## src/rtl/vec_alu_pkg.sv

```systemverilog
// Shared definitions for the vector ALU sequencer and its lanes.
// Holds the opcode/operand-form constants, element-width codes and FSM states.
package vec_alu_pkg;

    localparam logic [5:0] OP_VADD = 6'b000000;
    localparam logic [5:0] OP_VAND = 6'b001001;
    localparam logic [5:0] OP_VOR  = 6'b001010;
    localparam logic [5:0] OP_VXOR = 6'b001011;

    localparam logic [2:0] OPT_VV = 3'b001;
    localparam logic [2:0] OPT_VX = 3'b010;
    localparam logic [2:0] OPT_VI = 3'b100;

    typedef enum logic [2:0] {
        SEW_8  = 3'd0,
        SEW_16 = 3'd1,
        SEW_32 = 3'd2,
        SEW_64 = 3'd3
    } vsew_e;

    typedef enum logic [1:0] {
        ST_IDLE,
        ST_RUN,
        ST_RESP
    } state_e;

    function automatic logic req_legal(input logic [5:0] opcode,
                                       input logic [2:0] vsew,
                                       input logic [2:0] op_type);
        logic op_ok;
        logic sew_ok;
        logic type_ok;
        op_ok   = (opcode == OP_VADD) || (opcode == OP_VAND) ||
                  (opcode == OP_VOR)  || (opcode == OP_VXOR);
        sew_ok  = (vsew <= SEW_64);
        type_ok = (op_type == OPT_VV) || (op_type == OPT_VX) || (op_type == OPT_VI);
        return op_ok && sew_ok && type_ok;
    endfunction

endpackage

```

## src/rtl/vec_alu_seq_if.sv

```systemverilog
// Request, lane and response bundle between the sequencer and its environment.
// The sequencer uses the slave view; requester plus lanes use the master view.
interface vec_alu_seq_if #(
    parameter int unsigned VLEN    = 128,
    parameter int unsigned NL_LOG2 = 2
);
    localparam int unsigned NL = 1 << NL_LOG2;

    logic                 req_valid;
    logic                 req_ready;
    logic [5:0]           req_opcode;
    logic [2:0]           req_vsew;
    logic [2:0]           req_op_type;
    logic [VLEN-1:0]      req_vs1;
    logic [VLEN-1:0]      req_vs2;

    logic                 lane_run;
    logic [5:0]           lane_opcode;
    logic [2:0]           lane_vsew;
    logic [2:0]           lane_op_type;
    logic [1:0]           lane_nb_lanes;
    logic [VLEN-1:0]      lane_vs1;
    logic [VLEN-1:0]      lane_vs2;
    logic [NL-1:0]        lane_done;
    logic [NL*VLEN-1:0]   lane_vd;

    logic                 rsp_valid;
    logic                 rsp_ready;
    logic [VLEN-1:0]      rsp_vd;
    logic                 rsp_err;
    logic [15:0]          rsp_cycles;

    modport slave (
        input  req_valid, req_opcode, req_vsew, req_op_type, req_vs1, req_vs2,
        output req_ready,
        output lane_run, lane_opcode, lane_vsew, lane_op_type, lane_nb_lanes,
        output lane_vs1, lane_vs2,
        input  lane_done, lane_vd,
        output rsp_valid, rsp_vd, rsp_err, rsp_cycles,
        input  rsp_ready
    );

    modport master (
        output req_valid, req_opcode, req_vsew, req_op_type, req_vs1, req_vs2,
        input  req_ready,
        input  lane_run, lane_opcode, lane_vsew, lane_op_type, lane_nb_lanes,
        input  lane_vs1, lane_vs2,
        output lane_done, lane_vd,
        input  rsp_valid, rsp_vd, rsp_err, rsp_cycles,
        output rsp_ready
    );

endinterface

```

## src/rtl/vec_lane_merge.sv

```systemverilog
// Element merge: element e of width SEW is taken from lane (e mod NL).
// Works per byte, since every SEW is a whole number of bytes.
module vec_lane_merge
    import vec_alu_pkg::*;
#(
    parameter int unsigned VLEN    = 128,
    parameter int unsigned NL_LOG2 = 2
) (
    input  vsew_e                            vsew_i,
    input  logic [(VLEN << NL_LOG2)-1:0]     lane_vd_i,
    output logic [VLEN-1:0]                  vd_o
);
    localparam int unsigned NL     = 1 << NL_LOG2;
    localparam int unsigned NBYTES = VLEN / 8;

    for (genvar b = 0; b < NBYTES; b++) begin : g_byte
        // Owning lane of this byte for each element width.
        localparam int unsigned L8  = (b / 1) % NL;
        localparam int unsigned L16 = (b / 2) % NL;
        localparam int unsigned L32 = (b / 4) % NL;
        localparam int unsigned L64 = (b / 8) % NL;
        assign vd_o[b*8 +: 8] =
            (vsew_i == SEW_8)  ? lane_vd_i[L8*VLEN  + b*8 +: 8] :
            (vsew_i == SEW_16) ? lane_vd_i[L16*VLEN + b*8 +: 8] :
            (vsew_i == SEW_32) ? lane_vd_i[L32*VLEN + b*8 +: 8] :
                                 lane_vd_i[L64*VLEN + b*8 +: 8];
    end

endmodule

```

## src/rtl/vec_alu_seq.sv

```systemverilog
// Vector ALU sequencer: accepts one request, runs the lanes until all are done
// or the timeout expires, merges lane results and holds the response.
module vec_alu_seq
    import vec_alu_pkg::*;
#(
    parameter int unsigned VLEN       = 128,
    parameter int unsigned NL_LOG2    = 2,
    parameter int unsigned LANE_WIDTH = 3,
    parameter int unsigned TIMEOUT    = 255
) (
    input  logic         clk,
    input  logic         reset,
    vec_alu_seq_if.slave bus
);
    if (VLEN < 64 || (VLEN % (1 << LANE_WIDTH)) != 0) begin : g_bad_cfg
        $error("vec_alu_seq: VLEN must be >= 64 and a multiple of the lane width");
    end

    state_e          state_q, state_d;
    logic [5:0]      opcode_q, opcode_d;
    logic [2:0]      vsew_q, vsew_d;
    logic [2:0]      optype_q, optype_d;
    logic [VLEN-1:0] vs1_q, vs1_d;
    logic [VLEN-1:0] vs2_q, vs2_d;
    logic [VLEN-1:0] vd_q, vd_d;
    logic            err_q, err_d;
    logic [15:0]     cycles_q, cycles_d;

    logic [VLEN-1:0] merged;
    logic [VLEN-1:0] lane_vs1_w;
    logic [15:0]     cycles_inc;
    logic            timeout_hit;

    vec_lane_merge #(.VLEN(VLEN), .NL_LOG2(NL_LOG2)) u_merge (
        .vsew_i    (vsew_e'(vsew_q)),
        .lane_vd_i (bus.lane_vd),
        .vd_o      (merged)
    );

    assign cycles_inc  = (cycles_q == 16'hFFFF) ? cycles_q : cycles_q + 16'd1;
    assign timeout_hit = ({16'd0, cycles_q} >= TIMEOUT);

    always_comb begin
        state_d  = state_q;
        opcode_d = opcode_q;
        vsew_d   = vsew_q;
        optype_d = optype_q;
        vs1_d    = vs1_q;
        vs2_d    = vs2_q;
        vd_d     = vd_q;
        err_d    = err_q;
        cycles_d = cycles_q;
        case (state_q)
            ST_IDLE: begin
                if (bus.req_valid) begin
                    opcode_d = bus.req_opcode;
                    vsew_d   = bus.req_vsew;
                    optype_d = bus.req_op_type;
                    vs1_d    = bus.req_vs1;
                    vs2_d    = bus.req_vs2;
                    vd_d     = '0;
                    if (req_legal(bus.req_opcode, bus.req_vsew, bus.req_op_type)) begin
                        state_d  = ST_RUN;
                        err_d    = 1'b0;
                        cycles_d = 16'd1;
                    end else begin
                        state_d  = ST_RESP;
                        err_d    = 1'b1;
                        cycles_d = '0;
                    end
                end
            end
            ST_RUN: begin
                // Completion is tested first so it wins over a coincident timeout.
                if (&bus.lane_done) begin
                    vd_d    = merged;
                    state_d = ST_RESP;
                end else if (timeout_hit) begin
                    err_d   = 1'b1;
                    vd_d    = '0;
                    state_d = ST_RESP;
                end else begin
                    cycles_d = cycles_inc;
                end
            end
            ST_RESP: begin
                if (bus.rsp_ready) state_d = ST_IDLE;
            end
            default: state_d = ST_IDLE;
        endcase
    end

    always_ff @(posedge clk or posedge reset) begin
        if (reset) begin
            state_q  <= ST_IDLE;
            opcode_q <= '0;
            vsew_q   <= '0;
            optype_q <= '0;
            vs1_q    <= '0;
            vs2_q    <= '0;
            vd_q     <= '0;
            err_q    <= 1'b0;
            cycles_q <= '0;
        end else begin
            state_q  <= state_d;
            opcode_q <= opcode_d;
            vsew_q   <= vsew_d;
            optype_q <= optype_d;
            vs1_q    <= vs1_d;
            vs2_q    <= vs2_d;
            vd_q     <= vd_d;
            err_q    <= err_d;
            cycles_q <= cycles_d;
        end
    end

    // Scalar forms keep only the low 64 bits; the immediate is sign-extended to 64.
    always_comb begin
        lane_vs1_w = vs1_q;
        if (optype_q == OPT_VX) begin
            lane_vs1_w        = '0;
            lane_vs1_w[63:0]  = vs1_q[63:0];
        end else if (optype_q == OPT_VI) begin
            lane_vs1_w        = '0;
            lane_vs1_w[63:0]  = {{59{vs1_q[4]}}, vs1_q[4:0]};
        end
    end

    assign bus.req_ready     = (state_q == ST_IDLE);
    assign bus.lane_run      = (state_q == ST_RUN);
    assign bus.rsp_valid     = (state_q == ST_RESP);
    assign bus.lane_opcode   = opcode_q;
    assign bus.lane_vsew     = vsew_q;
    assign bus.lane_op_type  = optype_q;
    assign bus.lane_nb_lanes = 2'(NL_LOG2);
    assign bus.lane_vs1      = lane_vs1_w;
    assign bus.lane_vs2      = vs2_q;
    assign bus.rsp_vd        = vd_q;
    assign bus.rsp_err       = err_q;
    assign bus.rsp_cycles    = cycles_q;

endmodule
```

## src/flat_wrapper.sv

```systemverilog
// flat-port wrapper written by rule: the top's interface ports become plain ports
module vec_alu_seq_flat import vec_alu_pkg::*;
#(
    parameter int unsigned VLEN       = 128,
    parameter int unsigned NL_LOG2    = 2,
    parameter int unsigned LANE_WIDTH = 3,
    parameter int unsigned TIMEOUT    = 255
)
  (clk, reset, bus_req_valid, bus_req_opcode, bus_req_vsew, bus_req_op_type, bus_req_vs1, bus_req_vs2, bus_req_ready, bus_lane_run, bus_lane_opcode, bus_lane_vsew, bus_lane_op_type, bus_lane_nb_lanes, bus_lane_vs1, bus_lane_vs2, bus_lane_done, bus_lane_vd, bus_rsp_valid, bus_rsp_vd, bus_rsp_err, bus_rsp_cycles, bus_rsp_ready);
  vec_alu_seq_if #(.VLEN(VLEN), .NL_LOG2(NL_LOG2)) bus_i ();
  input  logic clk;
  input  logic reset;
  input wire logic [$bits(bus_i.req_valid)-1:0] bus_req_valid;
  input wire logic [$bits(bus_i.req_opcode)-1:0] bus_req_opcode;
  input wire logic [$bits(bus_i.req_vsew)-1:0] bus_req_vsew;
  input wire logic [$bits(bus_i.req_op_type)-1:0] bus_req_op_type;
  input wire logic [$bits(bus_i.req_vs1)-1:0] bus_req_vs1;
  input wire logic [$bits(bus_i.req_vs2)-1:0] bus_req_vs2;
  output wire logic [$bits(bus_i.req_ready)-1:0] bus_req_ready;
  output wire logic [$bits(bus_i.lane_run)-1:0] bus_lane_run;
  output wire logic [$bits(bus_i.lane_opcode)-1:0] bus_lane_opcode;
  output wire logic [$bits(bus_i.lane_vsew)-1:0] bus_lane_vsew;
  output wire logic [$bits(bus_i.lane_op_type)-1:0] bus_lane_op_type;
  output wire logic [$bits(bus_i.lane_nb_lanes)-1:0] bus_lane_nb_lanes;
  output wire logic [$bits(bus_i.lane_vs1)-1:0] bus_lane_vs1;
  output wire logic [$bits(bus_i.lane_vs2)-1:0] bus_lane_vs2;
  input wire logic [$bits(bus_i.lane_done)-1:0] bus_lane_done;
  input wire logic [$bits(bus_i.lane_vd)-1:0] bus_lane_vd;
  output wire logic [$bits(bus_i.rsp_valid)-1:0] bus_rsp_valid;
  output wire logic [$bits(bus_i.rsp_vd)-1:0] bus_rsp_vd;
  output wire logic [$bits(bus_i.rsp_err)-1:0] bus_rsp_err;
  output wire logic [$bits(bus_i.rsp_cycles)-1:0] bus_rsp_cycles;
  input wire logic [$bits(bus_i.rsp_ready)-1:0] bus_rsp_ready;
  assign bus_i.req_valid = bus_req_valid;
  assign bus_i.req_opcode = bus_req_opcode;
  assign bus_i.req_vsew = bus_req_vsew;
  assign bus_i.req_op_type = bus_req_op_type;
  assign bus_i.req_vs1 = bus_req_vs1;
  assign bus_i.req_vs2 = bus_req_vs2;
  assign bus_req_ready = bus_i.req_ready;
  assign bus_lane_run = bus_i.lane_run;
  assign bus_lane_opcode = bus_i.lane_opcode;
  assign bus_lane_vsew = bus_i.lane_vsew;
  assign bus_lane_op_type = bus_i.lane_op_type;
  assign bus_lane_nb_lanes = bus_i.lane_nb_lanes;
  assign bus_lane_vs1 = bus_i.lane_vs1;
  assign bus_lane_vs2 = bus_i.lane_vs2;
  assign bus_i.lane_done = bus_lane_done;
  assign bus_i.lane_vd = bus_lane_vd;
  assign bus_rsp_valid = bus_i.rsp_valid;
  assign bus_rsp_vd = bus_i.rsp_vd;
  assign bus_rsp_err = bus_i.rsp_err;
  assign bus_rsp_cycles = bus_i.rsp_cycles;
  assign bus_i.rsp_ready = bus_rsp_ready;
  vec_alu_seq #(.VLEN(VLEN), .NL_LOG2(NL_LOG2), .LANE_WIDTH(LANE_WIDTH), .TIMEOUT(TIMEOUT)) u_core (.clk(clk), .reset(reset), .bus(bus_i));
endmodule
```

## config.mk

```make
export PLATFORM = sky130hd
export DESIGN_NAME = vec_alu_seq_flat
export DESIGN_NICKNAME = d
export VERILOG_FILES = /design/src/rtl/vec_alu_pkg.sv /design/src/rtl/vec_alu_seq_if.sv /design/src/rtl/vec_lane_merge.sv /design/src/rtl/vec_alu_seq.sv /design/src/flat_wrapper.sv
export SDC_FILE = /design/constraint.sdc
export NUM_CORES = 1
export LEC_CHECK = 0
export ABC_AREA = 1
export BUFFER_PORTS_ARGS = -buffer_cell sky130_fd_sc_hd__buf_2
export CORE_AREA = 5 5 467 469
export CTS_CLUSTER_DIAMETER = 200
export DETAILED_ROUTE_END_ITERATION = 10
export DIE_AREA = 0 0 472 474
export GPL_ROUTABILITY_DRIVEN = 0
export PLACE_DENSITY_LB_ADDON = 0.2
export SLEW_MARGIN = 20
export SYNTH_ARGS = -nofsm -noshare
export SYNTH_HDL_FRONTEND = slang
export SYNTH_SLANG_ARGS = --single-unit
```

## constraint.sdc

```tcl
create_clock -name clk -period 12.8 [get_ports clk]
set_clock_uncertainty 0.2 [all_clocks]
set_input_delay 1.92 -clock clk [delete_from_list [all_inputs] [get_ports clk]]
set_output_delay 1.92 -clock clk [all_outputs]
set_load 0.01 [all_outputs]
```

==> flow_summary.json <==
{
  "status": "finished, final reports clean",
  "slew_headroom": 0.347,
  "hold_viol": 0,
  "setup_tns_ps": 0,
  "worst_pin_slew_ps": 980,
  "num_rows": 170,
  "grt_usage": 0.107,
  "vdd_drop_max_uv": 104,
  "cts.clk_slew.worst_paths_ps": 60,
  "synth-edff-count": 0,
  "drtPass1Iterations": 5,
  "drtIter0Drc": 879,
  "r2r_slack_ps": 9060,
  "p_leak_uw": 0.0151,
  "drcViolationCount": 0,
  "slew_viol_final": 0,
  "grt_max_degree": 137,
  "ant_nets": 0,
  "netlist_instances": 2377,
  "ys_async_sr_fraction": 1.00,
  "synth_area_leaders": "dfrtp_1 55%, nand2_1 19%, o21ai_0 8.3%",
  "cts.htree.levels": 2,
  "clk_path_buf_depth": 3,
  "reg2reg_from": "u_core.state_q[0]$_DFFE_PP0P_",
  "use_met1": 0.112,
  "syn_to_final_growth_pct": 54.0,
  "drt-total-wl_mm": 126,
  "finalSetupViolCount": 0,
  "reg2reg_to": "u_core.bus.lane_vs2[109]$_DFFE_PP0P_",
  "cpPeakStageDelay_ps": 720,
  "yosys_warnings": 0,
  "die_area_um2": 224000,
  "synth_top_cell_area_share": 0.550,
  "final_cell_mix": "1051 x buf_2, 946 x nand2_1, 415 x dfrtp_1",
  "core_area_um2": 214000,
  "finalNonFillerCells": 6252,
  "endpoint_kind": "primary output",
  "finalCritPeriodShare": 0.416,
  "io_buffer_count": 1051,
  "layout_min_cycle_time_ps": 5320,
  "hold_path.startpoint": "u_core.bus.rsp_vd[99]$_DFFE_PP0P_",
  "post_cts_resized": 0,
  "holdPathStages": 2,
  "ff2ff_path_depth": 7,
  "synthDominantAreaCellType": "dfrtp_1",
  "insertion_delay_ps": 650,
  "nets": 4150,
  "antenna_found_initial": 73,
  "place_ws_ps": 7660,
  "grt_pass1_wl_mm": 171,
  "tritoncts": "yes",
  "drive_above_1_share": 0.352,
  "ys_seq_area_frac": 0.550,
  "grt_pass1_vias": 21000,
  "cp_data_arrival_time_ps": 3200,
  "rsz0062_at_grt": "false",
  "met2_usage": 0.195,
  "gr-total-overflow": 0,
  "ctsRootBufferMaster": "clkbuf_16",
  "routed_via_density": 3.21,
  "endpoint": "bus_lane_vs1[105]",
  "syn_area_per_cell_um2": 7.95,
  "wl_per_cell_um": 20.2,
  "grt-busiest-layer": "met2",
  "n_fill_cell": 24800,
  "cpMaxStageDelayCell": "buf_4",
  "worst-setup-path-type": "reg -> out",
  "fin_area_um2": 29100,
  "crit_path_start_kind": "flop",
  "fp.dieH_um": 474,
  "fin_util": 0.136,
  "critPathLaunch": "u_core.bus.lane_op_type[1]$_DFFE_PP0P_",
  "worst_slack_ps": 7480,
  "drv_cap": 0,
  "dp_hpwl_mm": 100,
  "layout_commonest_cell": "buf_2",
  "power_density_nw_per_um2": 223,
  "dp.cells": 6139,
  "post-cts-setup-buffers": 0,
  "ys_ff_latch": 415,
  "max_freq_mhz": 188,
  "cts_hold_buf": 0,
  "cts_buffers": 58,
  "synth_area_um2": 18900,
  "use_met3": 0.0466,
  "path_cells": "nor3b_4, buf_4, buf_4, nor3_1, buf_2",
  "synthDistinctLibCells": 29,
  "worst_ep_required_time_ps": 10680,
  "min_path_type": "reg -> reg",
  "critical_path.max_fanout": 67,
  "cpMostUsedCell": "buf_4",
  "synth_nets": 3166,
  "ys.flop_type": "dfrtp_1",
  "cts.sinks": 415,
  "die_w_um": 472,
  "io_pins": 1206,
  "start_util": 0.0884,
  "dpl_cell_area_um2": 27200,
  "vias": 20100
}
==> synth_stat cells, types with 8 or more instances <==
cell / count
nor3_1: 64
clkbuf_1: 72
nand2_1: 951
o22ai_1: 24
inv_2: 9
o21ai_0: 312
o211ai_1: 16
dfrtp_1: 415
o21ai_1: 80
nor2_1: 99
nand3_1: 43
buf_6: 13
buf_4: 25
mux2i_1: 8
buf_2: 41
a21oi_1: 12
buf_1: 9
inv_1: 163
==> flip-flops by register name, indices dropped and copies added (netlist names) <==
signal                   cells
u_core.bus.lane_opcode       6
u_core.bus.lane_op_type      3
u_core.bus.rsp_err           1
u_core.vs1_q               128
u_core.bus.rsp_cycles       16
u_core.bus.lane_vsew         3
u_core.bus.lane_vs2        128
u_core.bus.rsp_vd          128
u_core.state_q               2
==> cell type report <==
| cell class | count | area, um2 | area share |
|---|---|---|---|
| sequential | 415 | 10400 | 0.357 |
| multi-input combinational | 1630 | 7060 | 0.243 |
| timing repair buffer | 1084 | 5550 | 0.191 |
| tap | 2838 | 3550 | 0.122 |
| clock buffer | 84 | 1710 | 0.0589 |
| inverter | 172 | 657 | 0.0226 |
| clock inverter | 15 | 134 | 0.00460 |
| antenna | 14 | 35.0 | 0.00120 |
==> worst max-delay path: cells and delay by family, from the launching register on <==
family	cells	cell delay, ps
buffers and inverters	3	1450
AND/OR/NAND/NOR	2	490
flip-flops	1	430
==> per-stage QoR <==
step	power (uW)	hold WS [ps]
after floorplan	3470	241
after global placement	5010	253
after detailed placement	4990	258
after CTS	6720	275
after global routing	7000	282
final	6500	270
==> report_power, final <==
group          switching (uW)  leakage (uW)  internal, uW
combinational            2060       0.00884           870
sequential                189       0.00535          1740
clock                     677      0.000911           955
total                    2930        0.0151          3570
==> metal layers <==
metal / routed length, um / up-vias / share of wire
met5: 381 / - / 0.0030
met4: 4250 / 64 / 0.034
met3: 13100 / 207 / 0.10
met2: 63000 / 878 / 0.50
met1: 45700 / 9397 / 0.36
li1: - / 9505 / -
==> cells by family (layout without fill, tap and decap cells) <==
group                    count (synthesis)  in the layout  share of synthesized area
other                                    2             16                   0.000398
adder cells (fa/ha/maj)                  1              1                   0.000662
flip-flops                             415            415                      0.550
AO/OA/AOI/OAI                          444            444                      0.121
XOR/XNOR                                 4              4                    0.00186
buffers and inverters                  332           1355                     0.0788
multiplexers                             8              8                    0.00424
AND/OR/NAND/NOR                       1171           1171                      0.243
==> worst min-delay path by stage <==
stage / endpoint
after floorplan: u_core.vs1_q[127]$_DFFE_PP0P_
final: u_core.bus.rsp_vd[99]$_DFFE_PP0P_
after detailed placement: u_core.bus.rsp_vd[97]$_DFFE_PP0P_
after global placement: u_core.bus.rsp_vd[51]$_DFFE_PP0P_
after global routing: u_core.bus.lane_vs2[34]$_DFFE_PP0P_
after CTS: u_core.bus.rsp_vd[50]$_DFFE_PP0P_
Note: power is estimated with default switching activity, not from simulation.
